### config.mk
export PLATFORM = sky130hd
export DESIGN_NAME = ex_stage_md
export DESIGN_NICKNAME = d
export VERILOG_FILES = /design/src/rtl/ex_stage_md.sv
export SDC_FILE = /design/constraint.sdc
export NUM_CORES = 2
export LEC_CHECK = 0
export BUFFER_PORTS_ARGS = -buffer_cell sky130_fd_sc_hd__buf_2
export CORE_UTILIZATION = 40
export DETAILED_ROUTE_END_ITERATION = 6
export SLEW_MARGIN = 15
export SYNTH_ARGS = -nofsm -noshare
export SYNTH_HDL_FRONTEND = slang
export SYNTH_SLANG_ARGS = --single-unit
### constraint.sdc
create_clock -name clk_i -period 15 [get_ports clk_i]
set_input_delay 1.5 -clock clk_i [delete_from_list [all_inputs] [get_ports clk_i]]
set_output_delay 1.5 -clock clk_i [all_outputs]
set_load 0.01 [all_outputs]
### src/rtl/ex_stage_md.sv
// Execute stage: XLEN ALU with operand forwarding, iterative RV-M mul/div unit and EX/MEM output register.
// Optional build macro EX_MUL_FAST_EN: single-cycle combinational multiplies; the FSM then only divides.
module ex_stage_md #(
    parameter int XLEN   = 32,
    parameter int REG_AW = 5,
    localparam int CNT_W = $clog2(XLEN) + 1
) (
    input  logic              clk_i,
    input  logic              rst_i,
    input  logic              flush_i,
    input  logic              in_valid_i,
    output logic              in_ready_o,
    input  logic              out_ready_i,
    input  logic [1:0]        fwd_a_sel_i,
    input  logic [1:0]        fwd_b_sel_i,
    input  logic [XLEN-1:0]   rs1_data_i,
    input  logic [XLEN-1:0]   rs2_data_i,
    input  logic [XLEN-1:0]   imm_i,
    input  logic [XLEN-1:0]   wb_data_i,
    input  logic [XLEN-1:0]   mem_fwd_data_i,
    input  logic              alu_src_i,
    input  logic [3:0]        alu_ctl_i,
    input  logic              md_en_i,
    input  logic [2:0]        md_op_i,
    input  logic [REG_AW-1:0] rd_i,
    input  logic              reg_write_i,
    output logic              out_valid_o,
    output logic [XLEN-1:0]   out_result_o,
    output logic [XLEN-1:0]   out_store_data_o,
    output logic [REG_AW-1:0] out_rd_o,
    output logic              out_reg_write_o,
    output logic              busy_o
);
    localparam int SHW = $clog2(XLEN);

    typedef enum logic [1:0] {S_IDLE, S_MUL, S_DIV, S_DONE} state_t;
    state_t state_q, state_d;

    logic [XLEN-1:0]   op_a, fwd_b, op_b, alu_res, fast_res, md_res;
    logic [SHW-1:0]    shamt;
    logic              fast_mul, out_free, accept, md_start, alu_load;
    logic              a_sgn, b_sgn, a_neg, b_neg, res_neg, div_zero, div_ovf, md_special;
    logic [XLEN-1:0]   a_mag, b_mag;

    logic [XLEN-1:0]   hi_q, lo_q, m_q, sd_q;
    logic [CNT_W-1:0]  cnt_q;
    logic              neg_q, rw_q;
    logic [2:0]        op_q;
    logic [REG_AW-1:0] rd_q;

    logic              out_valid_q, out_rw_q;
    logic [XLEN-1:0]   out_res_q, out_sd_q;
    logic [REG_AW-1:0] out_rd_q;

    always_comb begin
        case (fwd_a_sel_i)
            2'b01:   op_a = wb_data_i;
            2'b10:   op_a = mem_fwd_data_i;
            default: op_a = rs1_data_i;
        endcase
        case (fwd_b_sel_i)
            2'b01:   fwd_b = wb_data_i;
            2'b10:   fwd_b = mem_fwd_data_i;
            default: fwd_b = rs2_data_i;
        endcase
    end

    assign op_b  = alu_src_i ? imm_i : fwd_b;
    assign shamt = op_b[SHW-1:0];

    always_comb begin
        alu_res = '0;
        case (alu_ctl_i)
            4'b0000: alu_res = op_a & op_b;
            4'b0001: alu_res = op_a | op_b;
            4'b0010: alu_res = op_a + op_b;
            4'b0110: alu_res = op_a - op_b;
            4'b0111: alu_res = {{(XLEN-1){1'b0}}, $signed(op_a) < $signed(op_b)};
            4'b1000: alu_res = {{(XLEN-1){1'b0}}, op_a < op_b};
            4'b1001: alu_res = op_a ^ op_b;
            4'b1010: alu_res = op_a << shamt;
            4'b1011: alu_res = op_a >> shamt;
            4'b1100: alu_res = $signed(op_a) >>> shamt;
            default: alu_res = '0;
        endcase
    end

`ifdef EX_MUL_FAST_EN
    logic [2*XLEN-1:0] fm_a, fm_b, fm_p;
    always_comb begin
        fm_a = {{XLEN{(md_op_i == 3'b001 || md_op_i == 3'b010) & op_a[XLEN-1]}}, op_a};
        fm_b = {{XLEN{(md_op_i == 3'b001) & op_b[XLEN-1]}}, op_b};
        fm_p = fm_a * fm_b;
        fast_res = (md_op_i == 3'b000) ? fm_p[XLEN-1:0] : fm_p[2*XLEN-1:XLEN];
    end
    assign fast_mul = md_en_i & ~md_op_i[2];
`else
    assign fast_res = '0;
    assign fast_mul = 1'b0;
`endif

    // Signed ops run on magnitudes; the result sign is reapplied in DONE.
    always_comb begin
        a_sgn   = (md_op_i == 3'b001) || (md_op_i == 3'b010) || (md_op_i == 3'b100) || (md_op_i == 3'b110);
        b_sgn   = (md_op_i == 3'b001) || (md_op_i == 3'b100) || (md_op_i == 3'b110);
        a_neg   = a_sgn & op_a[XLEN-1];
        b_neg   = b_sgn & op_b[XLEN-1];
        a_mag   = a_neg ? -op_a : op_a;
        b_mag   = b_neg ? -op_b : op_b;
        res_neg = (md_op_i == 3'b110) ? a_neg : (a_neg ^ b_neg);
        div_zero   = (op_b == '0);
        div_ovf    = md_op_i[2] & ~md_op_i[0] & (op_a == {1'b1, {(XLEN-1){1'b0}}}) & (op_b == '1);
        md_special = md_op_i[2] & (div_zero | div_ovf);
    end

    assign out_free   = ~out_valid_q | out_ready_i;
    assign in_ready_o = (state_q == S_IDLE) & out_free;
    assign accept     = in_valid_i & in_ready_o;
    assign md_start   = accept & md_en_i & ~fast_mul;
    assign alu_load   = accept & ~md_start;

    always_comb begin
        state_d = state_q;
        case (state_q)
            S_IDLE: if (md_start) state_d = md_special ? S_DONE : (md_op_i[2] ? S_DIV : S_MUL);
            S_MUL, S_DIV: if (cnt_q == CNT_W'(XLEN-1)) state_d = S_DONE;
            S_DONE: if (out_free) state_d = S_IDLE;
            default: state_d = S_IDLE;
        endcase
        if (flush_i) state_d = S_IDLE;
    end

    always_ff @(posedge clk_i or posedge rst_i) begin
        if (rst_i) state_q <= S_IDLE;
        else       state_q <= state_d;
    end

    logic [XLEN:0] mul_sum, div_r, div_sub;
    logic          div_ge;
    always_comb begin
        mul_sum = {1'b0, hi_q} + (lo_q[0] ? {1'b0, m_q} : {(XLEN+1){1'b0}});
        div_r   = {hi_q, lo_q[XLEN-1]};
        div_sub = div_r - {1'b0, m_q};
        div_ge  = (div_r >= {1'b0, m_q});
    end

    // Special divides preload the answer: quotient slot in lo_q, remainder slot in hi_q.
    always_ff @(posedge clk_i or posedge rst_i) begin
        if (rst_i) begin
            hi_q  <= '0;
            lo_q  <= '0;
            m_q   <= '0;
            sd_q  <= '0;
            cnt_q <= '0;
            neg_q <= 1'b0;
            rw_q  <= 1'b0;
            op_q  <= '0;
            rd_q  <= '0;
        end else if (state_q == S_IDLE && md_start) begin
            op_q  <= md_op_i;
            rd_q  <= rd_i;
            rw_q  <= reg_write_i;
            sd_q  <= fwd_b;
            cnt_q <= '0;
            if (md_special) begin
                hi_q  <= div_zero ? op_a : '0;
                lo_q  <= div_zero ? '1 : op_a;
                m_q   <= b_mag;
                neg_q <= 1'b0;
            end else begin
                hi_q  <= '0;
                lo_q  <= md_op_i[2] ? a_mag : b_mag;
                m_q   <= md_op_i[2] ? b_mag : a_mag;
                neg_q <= res_neg;
            end
        end else if (state_q == S_MUL) begin
            {hi_q, lo_q} <= {mul_sum, lo_q[XLEN-1:1]};
            cnt_q        <= cnt_q + 1'b1;
        end else if (state_q == S_DIV) begin
            hi_q  <= div_ge ? div_sub[XLEN-1:0] : div_r[XLEN-1:0];
            lo_q  <= {lo_q[XLEN-2:0], div_ge};
            cnt_q <= cnt_q + 1'b1;
        end
    end

    logic [2*XLEN-1:0] prod_c;
    logic [XLEN-1:0]   div_pick, div_c;
    always_comb begin
        prod_c   = neg_q ? -{hi_q, lo_q} : {hi_q, lo_q};
        div_pick = op_q[1] ? hi_q : lo_q;
        div_c    = neg_q ? -div_pick : div_pick;
        if (op_q[2])             md_res = div_c;
        else if (op_q == 3'b000) md_res = prod_c[XLEN-1:0];
        else                     md_res = prod_c[2*XLEN-1:XLEN];
    end

    always_ff @(posedge clk_i or posedge rst_i) begin
        if (rst_i) begin
            out_valid_q <= 1'b0;
            out_res_q   <= '0;
            out_sd_q    <= '0;
            out_rd_q    <= '0;
            out_rw_q    <= 1'b0;
        end else if (flush_i) begin
            out_valid_q <= 1'b0;
        end else if (alu_load) begin
            out_valid_q <= 1'b1;
            out_res_q   <= fast_mul ? fast_res : alu_res;
            out_sd_q    <= fwd_b;
            out_rd_q    <= rd_i;
            out_rw_q    <= reg_write_i;
        end else if (state_q == S_DONE && out_free) begin
            out_valid_q <= 1'b1;
            out_res_q   <= md_res;
            out_sd_q    <= sd_q;
            out_rd_q    <= rd_q;
            out_rw_q    <= rw_q;
        end else if (out_ready_i) begin
            out_valid_q <= 1'b0;
        end
    end

    assign out_valid_o      = out_valid_q;
    assign out_result_o     = out_res_q;
    assign out_store_data_o = out_sd_q;
    assign out_rd_o         = out_rd_q;
    assign out_reg_write_o  = out_valid_q & out_rw_q;
    assign busy_o           = (state_q != S_IDLE);
endmodule

==> Word-level counts from Yosys, hierarchy flattened <==
Index checks and enable logic that the tools add are counted.
{ "classes": {"n_addsub": 9, "n_lt_le_gt_ge": 3, "eq_ne": 26, "n_shift": 3, "muxes": 50, "bitwise": 21, "reduce_logical": 18} }
{ "ops": {"columns": ["op", "count"], "rows": [
  ["$mux W32", 26],
  ["$pmux W32 S10", 1],
  ["$pmux W32 S2", 2],
  ["$neg A32 Y32", 3],
  ["$eq A32 B32 Y1 const B", 2],
  ["$lt A32 B32 Y1", 2],
  ["$mux W64", 1],
  ["$neg A64 Y64", 1],
  ["$sub A32 B32 Y32", 2],
  ["$add A32 B32 Y33", 1],
  ["$ge A33 B32 Y1", 1],
  ["$add A32 B32 Y32", 1],
  ["$and A32 B32 Y32", 1],
  ["$logic_not A32 Y1", 1],
  ["$or A32 B32 Y32", 1],
  ["$shl A32 B5 Y32", 1],
  ["$shr A32 B5 Y32", 1],
  ["$sshr A32 B5 Y32", 1],
  ["$xor A32 B32 Y32", 1],
  ["$eq A4 B4 Y1 const B", 5],
  ["$mux W6", 3],
  ["$mux W2", 6],
  ["$and A1 B1 Y1", 11],
  ["$mux W5", 2],
  ["other kinds (27)", 53]
]} }
{ "word_totals": {"ff_bits": 217, "in_bits": 184, "output_inout_bits": 73, "elab_cells": 145} }

==> Logic depth before layout (Yosys ltp) <==
{ "depth": {"ltp_word": 11, "ltp_mapped": 23} }

==> Worst setup path after synthesis <==
Ideal clock, no wire load.
{ "synth_path": {"path_kind": "input to register", "start": "input fwd_b_sel_i[0]", "end": "register out_res_q[27], in the netlist out_result_o[27]", "setup_time_ns": 0.126, "t_arrival_ns": 6.216, "slack_ns": 8.658, "cell_stages": 19, "path_buffers": 4, "path_cell_list": "inv_1 > ha_1 > buf_2 > a221oi_1 > o31a_1 > clkbuf_1 > buf_1 > clkbuf_1 > ha_1 > or2_2 > a311oi_1 > a2111o_1 > a211oi_1 > o21a_1 > or4b_1 > a221oi_1 > xnor2_1 > o21ai_0 > a311o_1"} }
{ "synth_between": {"elab_chain_len": 6, "word_cells_on_any_way": 14} }
{ "synth_rtl": {"columns": ["item", "line_no", "text"], "rows": [
  ["start, declared", "15", "input logic [1:0] fwd_b_sel_i,"],
  ["$eq A2 B2 Y1 / $eq A2 B1 Y1 (equally long branches)", "61", "case (fwd_b_sel_i)"],
  ["$pmux W32 S2 (*)", "61", null],
  ["$mux W32 (*)", "68", "assign op_b = alu_src_i ? imm_i : fwd_b;"],
  ["$sub A32 B32 Y32 (tied with other cells)", "77", "4'b0110: alu_res = op_a - op_b;"],
  ["$pmux W32 S10 (*)", "73", "case (alu_ctl_i)"],
  ["$mux W32 (*)", "206", "end else if (alu_load) begin"],
  ["end signal, assigned", "208", "out_res_q <= fast_mul ? fast_res : alu_res;"],
  ["end signal, assigned", "214", "out_res_q <= md_res;"],
  ["end, declared", "52", "logic [XLEN-1:0] out_res_q, out_sd_q;"]
]} }
Every way passes the cells marked *; elsewhere a longest branch is shown, timed or not.
A chain may end at the register's enable or synchronous reset.

==> Final worst setup path <==
{ "layout_path": {"start": "input fwd_b_sel_i[0]", "end": "register out_res_q[28], in the netlist out_result_o[28]"} }
The elaborated chain is that of the path after synthesis.

==> impl_results.md <==
* Status: finished, final reports clean
* Io pins at 257
* Synth Area in Adders at 0.07600
* Core ar. at 73080 um^2
* Post-DP HPWL at 132.4 mm
* Post-synthesis cell count at 4174
* Drt total wl at 169.5 mm
* Arr. time, crit path at 7.43 ns
* Yosys warning total at 0
* Clk slew on worst S/H paths at 0.06 ns
* CTS Root Cell: clkbuf_16
* Number of global-route vias before repair at 31760
* Max Fclk at 145.4 MHz
* Worst Setup Start Kind: primary input
* Critical Path Fanout Max at 62
* Share of cells above drive strength 1 at 0.1221
* Normalized max-slew margin at 0.1503
* Xor/xnor share of the synthesized area at 0.06864
* Worst vdd ir at 115.8 uV
* Simple-Gate Fraction of Synth Area at 0.2068
* Register area share after synthesis at 0.1834
* Clk_lat worst skew at 0.65 ns
* Avg Inst Size Synth at 7.092 um^2
* Post-layout min period at 6.878 ns
* Fraction of registers with async set or reset after synthesis at 1.000
* 1st-pass router iterations at 6
* Die Width at 274.0 um
* Pre-CTS WS at 7.630 ns
* Clock Path Buffers at 3
* Total power divided by cell area at 201.2 nW/um^2
* Iteration-0 DRC count of the detailed router at 4953
* Required @ worst endpoint at 15.55 ns
* CTS Buf Count at 28
* Initial antenna violation count at 9
* Mux contribution to synthesized area at 0.06868
* Final hold vios at 0
* Post-CTS Setup Bufs at 0
* Predominant post-synthesis flop cell: dfrtp_1
* First-pass GRT wire length at 235.6 mm
* Chip Height at 274.0 um
* I/O Buffers at 256
* Main combinational cell family by area after synthesis: compound AO/OA/AOI/OAI gates
* Fillers at 7703
* Area Overhead vs Synth at 10.22%
* # rows at 99
* Slew @ Worst Pin at 1.261 ns
* CP Class: primary input to flop
* Final setup fails at 0
* RSZ-0062 raised after global routing: no
* Gpl congestion at 1.079
* Synthesized net count at 4536
* NumNets Final at 4599
* Post-synthesis compound-gate area fraction at 0.3293
* WL/cell at 32.43 um
* PostCTS Resize Cnt at 0
* Starting Density at 0.4051
* Hold Path Class: flop to flop
* Count of cell types in the netlist at 99
* Post-cts hold buffer count at 0
* Clock Skews at 0.04470 ns
* Max_cap viols at 0
* Post-synth EDFFs at 0
* Overall Global Routing Usage at 0.4321
* TritonCTS Sinks at 217
* Largest net degree at the start of global routing at 101
* Via Count at 35560
* Die area at 75100 um^2
* Mapped Area at 29600 um^2
* Critical path capture point type: flop
* H-tree depth at 1
* Setup slack, reg-to-reg at 9.91 ns
* Tcrit/Tclk final at 0.4586
* GRT overflow at 0
* Final WS setup at 8.122 ns
* CTS tree: yes
* Max Slew Vio Count at 0
* Final setup TNS at 0 ns
* Drt drc at 0
* Via/cell ratio at 6.803
* Flops & latches, synth at 217
* Pleak at 13.65 nW
* Antenna-violating nets left at 0
## path summary, 6_finish.rpt
kind	cells past startpoint	startpoint	endpoint
setup / recovery	19	fwd_b_sel_i[0]	out_result_o[28]
hold / removal	2	rd_q[4]	rd_q[4]
setup reg to reg	11	hi_q[10]	hi_q[2]
hold reg to reg	2	rd_q[4]	rd_q[4]
max in group asynchronous	3	rst_i	sd_q[14]
min in group asynchronous	2	rst_i	rd_q[3]
## layout make-up
type,count,area (um^2),share of cell area
multi-input cells,3454,22320,0.6841
flip-flops and latches,217,5433,0.1665
repair buffers,353,2022,0.06197
well taps,959,1200,0.03678
clock buffers,37,764.5,0.02343
inverters,183,694.4,0.02128
clock inverters,15,172.7,0.005292
diodes,9,22.52,0.0006903
## per-stage QoR
| stage | hold WS [ns] | instances | power (mW) | utilization | cell area (um^2) |
|---|---|---|---|---|---|
| 2_1_floorplan | 0.4455 | 4174 | 4.086 | - | 29600 |
| 3_3_place_gp | 0.4565 | 5166 | 5.634 | 0.4333 | 31660 |
| 3_5_place_dp | 0.4616 | 5166 | 5.625 | 0.4333 | 31660 |
| 4_1_cts | 0.4781 | 5218 | 6.366 | 0.4461 | 32600 |
| 5_1_grt | 0.4862 | 5218 | 6.862 | 0.4461 | 32610 |
| 6_report | 0.4741 | 5227 | 6.564 | 0.4464 | 32630 |
## synthesized netlist by cell type (all sizes together) (55+ instances only)
| cell | number | area [um^2] |
|---|---|---|
| inv | 170 | 638.1 |
| a211oi | 77 | 578.1 |
| a21o | 55 | 412.9 |
| dfrtp | 217 | 5430 |
| xnor2 | 158 | 1384 |
| a22oi | 59 | 442.9 |
| nand3 | 72 | 360.4 |
| o22ai | 63 | 394.1 |
| a21oi | 369 | 1851 |
| o211ai | 60 | 450.4 |
| a221oi | 60 | 525.5 |
| o21ai | 380 | 1906 |
| mux2i | 175 | 1752 |
| buf | 94 | 454.2 |
| nor2 | 418 | 1572 |
| nor3 | 82 | 415.4 |
| ha | 175 | 2190 |
| clkbuf | 226 | 848.3 |
| nand2 | 480 | 1802 |
| xor2 | 74 | 648.1 |
## report_power, final
| group | total (mW) | internal (mW) | leakage, nW | switching (mW) |
|---|---|---|---|---|
| logic | 4.51 | 1.57 | 10.5 | 2.94 |
| clock network | 0.719 | 0.396 | 0.450 | 0.322 |
| registers | 1.34 | 0.854 | 2.68 | 0.486 |
| total | 6.56 | 2.82 | 13.7 | 3.75 |
## cell families (layout without fill, tap and decap cells)
| logic type | Yosys count | count (layout) |
|---|---|---|
| AOI/OAI and AO/OA | 1503 | 1503 |
| xor gates and xnor gates | 232 | 232 |
| adders and majority gates | 178 | 178 |
| buffers and inverters | 503 | 588 |
| DFF | 217 | 217 |
| muxes | 200 | 200 |
| other | 0 | 9 |
| and+or+nand+nor | 1341 | 1341 |
## sequential cells by signal (all words and copies together), names as in the netlist
name	cells
lo_q	32
m_q	32
state_q	2
sd_q	32
out_rd_o	5
rd_q	5
neg_q	1
out_valid_o	1
op_q	3
hi_q	32
out_result_o	32
cnt_q	6
out_rw_q	1
out_store_data_o	32
rw_q	1
## cell usage in the layout (no fill, tap or decap), drive strengths merged, types with 43 or more instances in the layout
| cell | synthesis | final |
|---|---|---|
| a22oi | 59 | 59 |
| buf | 94 | 353 |
| nor3 | 82 | 82 |
| xnor2 | 158 | 158 |
| nand2b | 49 | 49 |
| a21oi | 369 | 369 |
| nand3 | 72 | 72 |
| a31oi | 51 | 51 |
| a211oi | 77 | 77 |
| nor2 | 418 | 418 |
| dfrtp | 217 | 217 |
| a21o | 55 | 55 |
| o31ai | 43 | 43 |
| a221oi | 60 | 60 |
| xor2 | 74 | 74 |
| o22ai | 63 | 63 |
| nand2 | 480 | 480 |
| ha | 175 | 175 |
| o211ai | 60 | 60 |
| o21ai | 380 | 380 |
| inv | 170 | 170 |
| mux2i | 175 | 175 |
## critical path: stages
cell and delay, ns:
buf_2 0.10, inv_1 0.04, ha_2 0.29, buf_4 0.45, or2_2 0.46, o221ai_4 0.22
inv_1 0.60, buf_4 0.55, ha_1 0.40, nor2_1 0.07, a211oi_1 0.34, nor4_1 0.10
o221ai_1 0.34, a21oi_1 0.21, o41ai_1 0.90, a2111oi_0 0.30, o21ai_0 0.23, nand3b_1 0.09
a31oi_1 0.13
## layer usage
| layer | GRT usage | wire length [um] |
|---|---|---|
| met2 | 0.6263 | 70210 |
| met4 | 0.2988 | 14320 |
| met1 | 0.5647 | 66620 |
| met3 | 0.1003 | 18300 |
| met5 | 0 | 35 |
(Power assumes the default switching activity.)
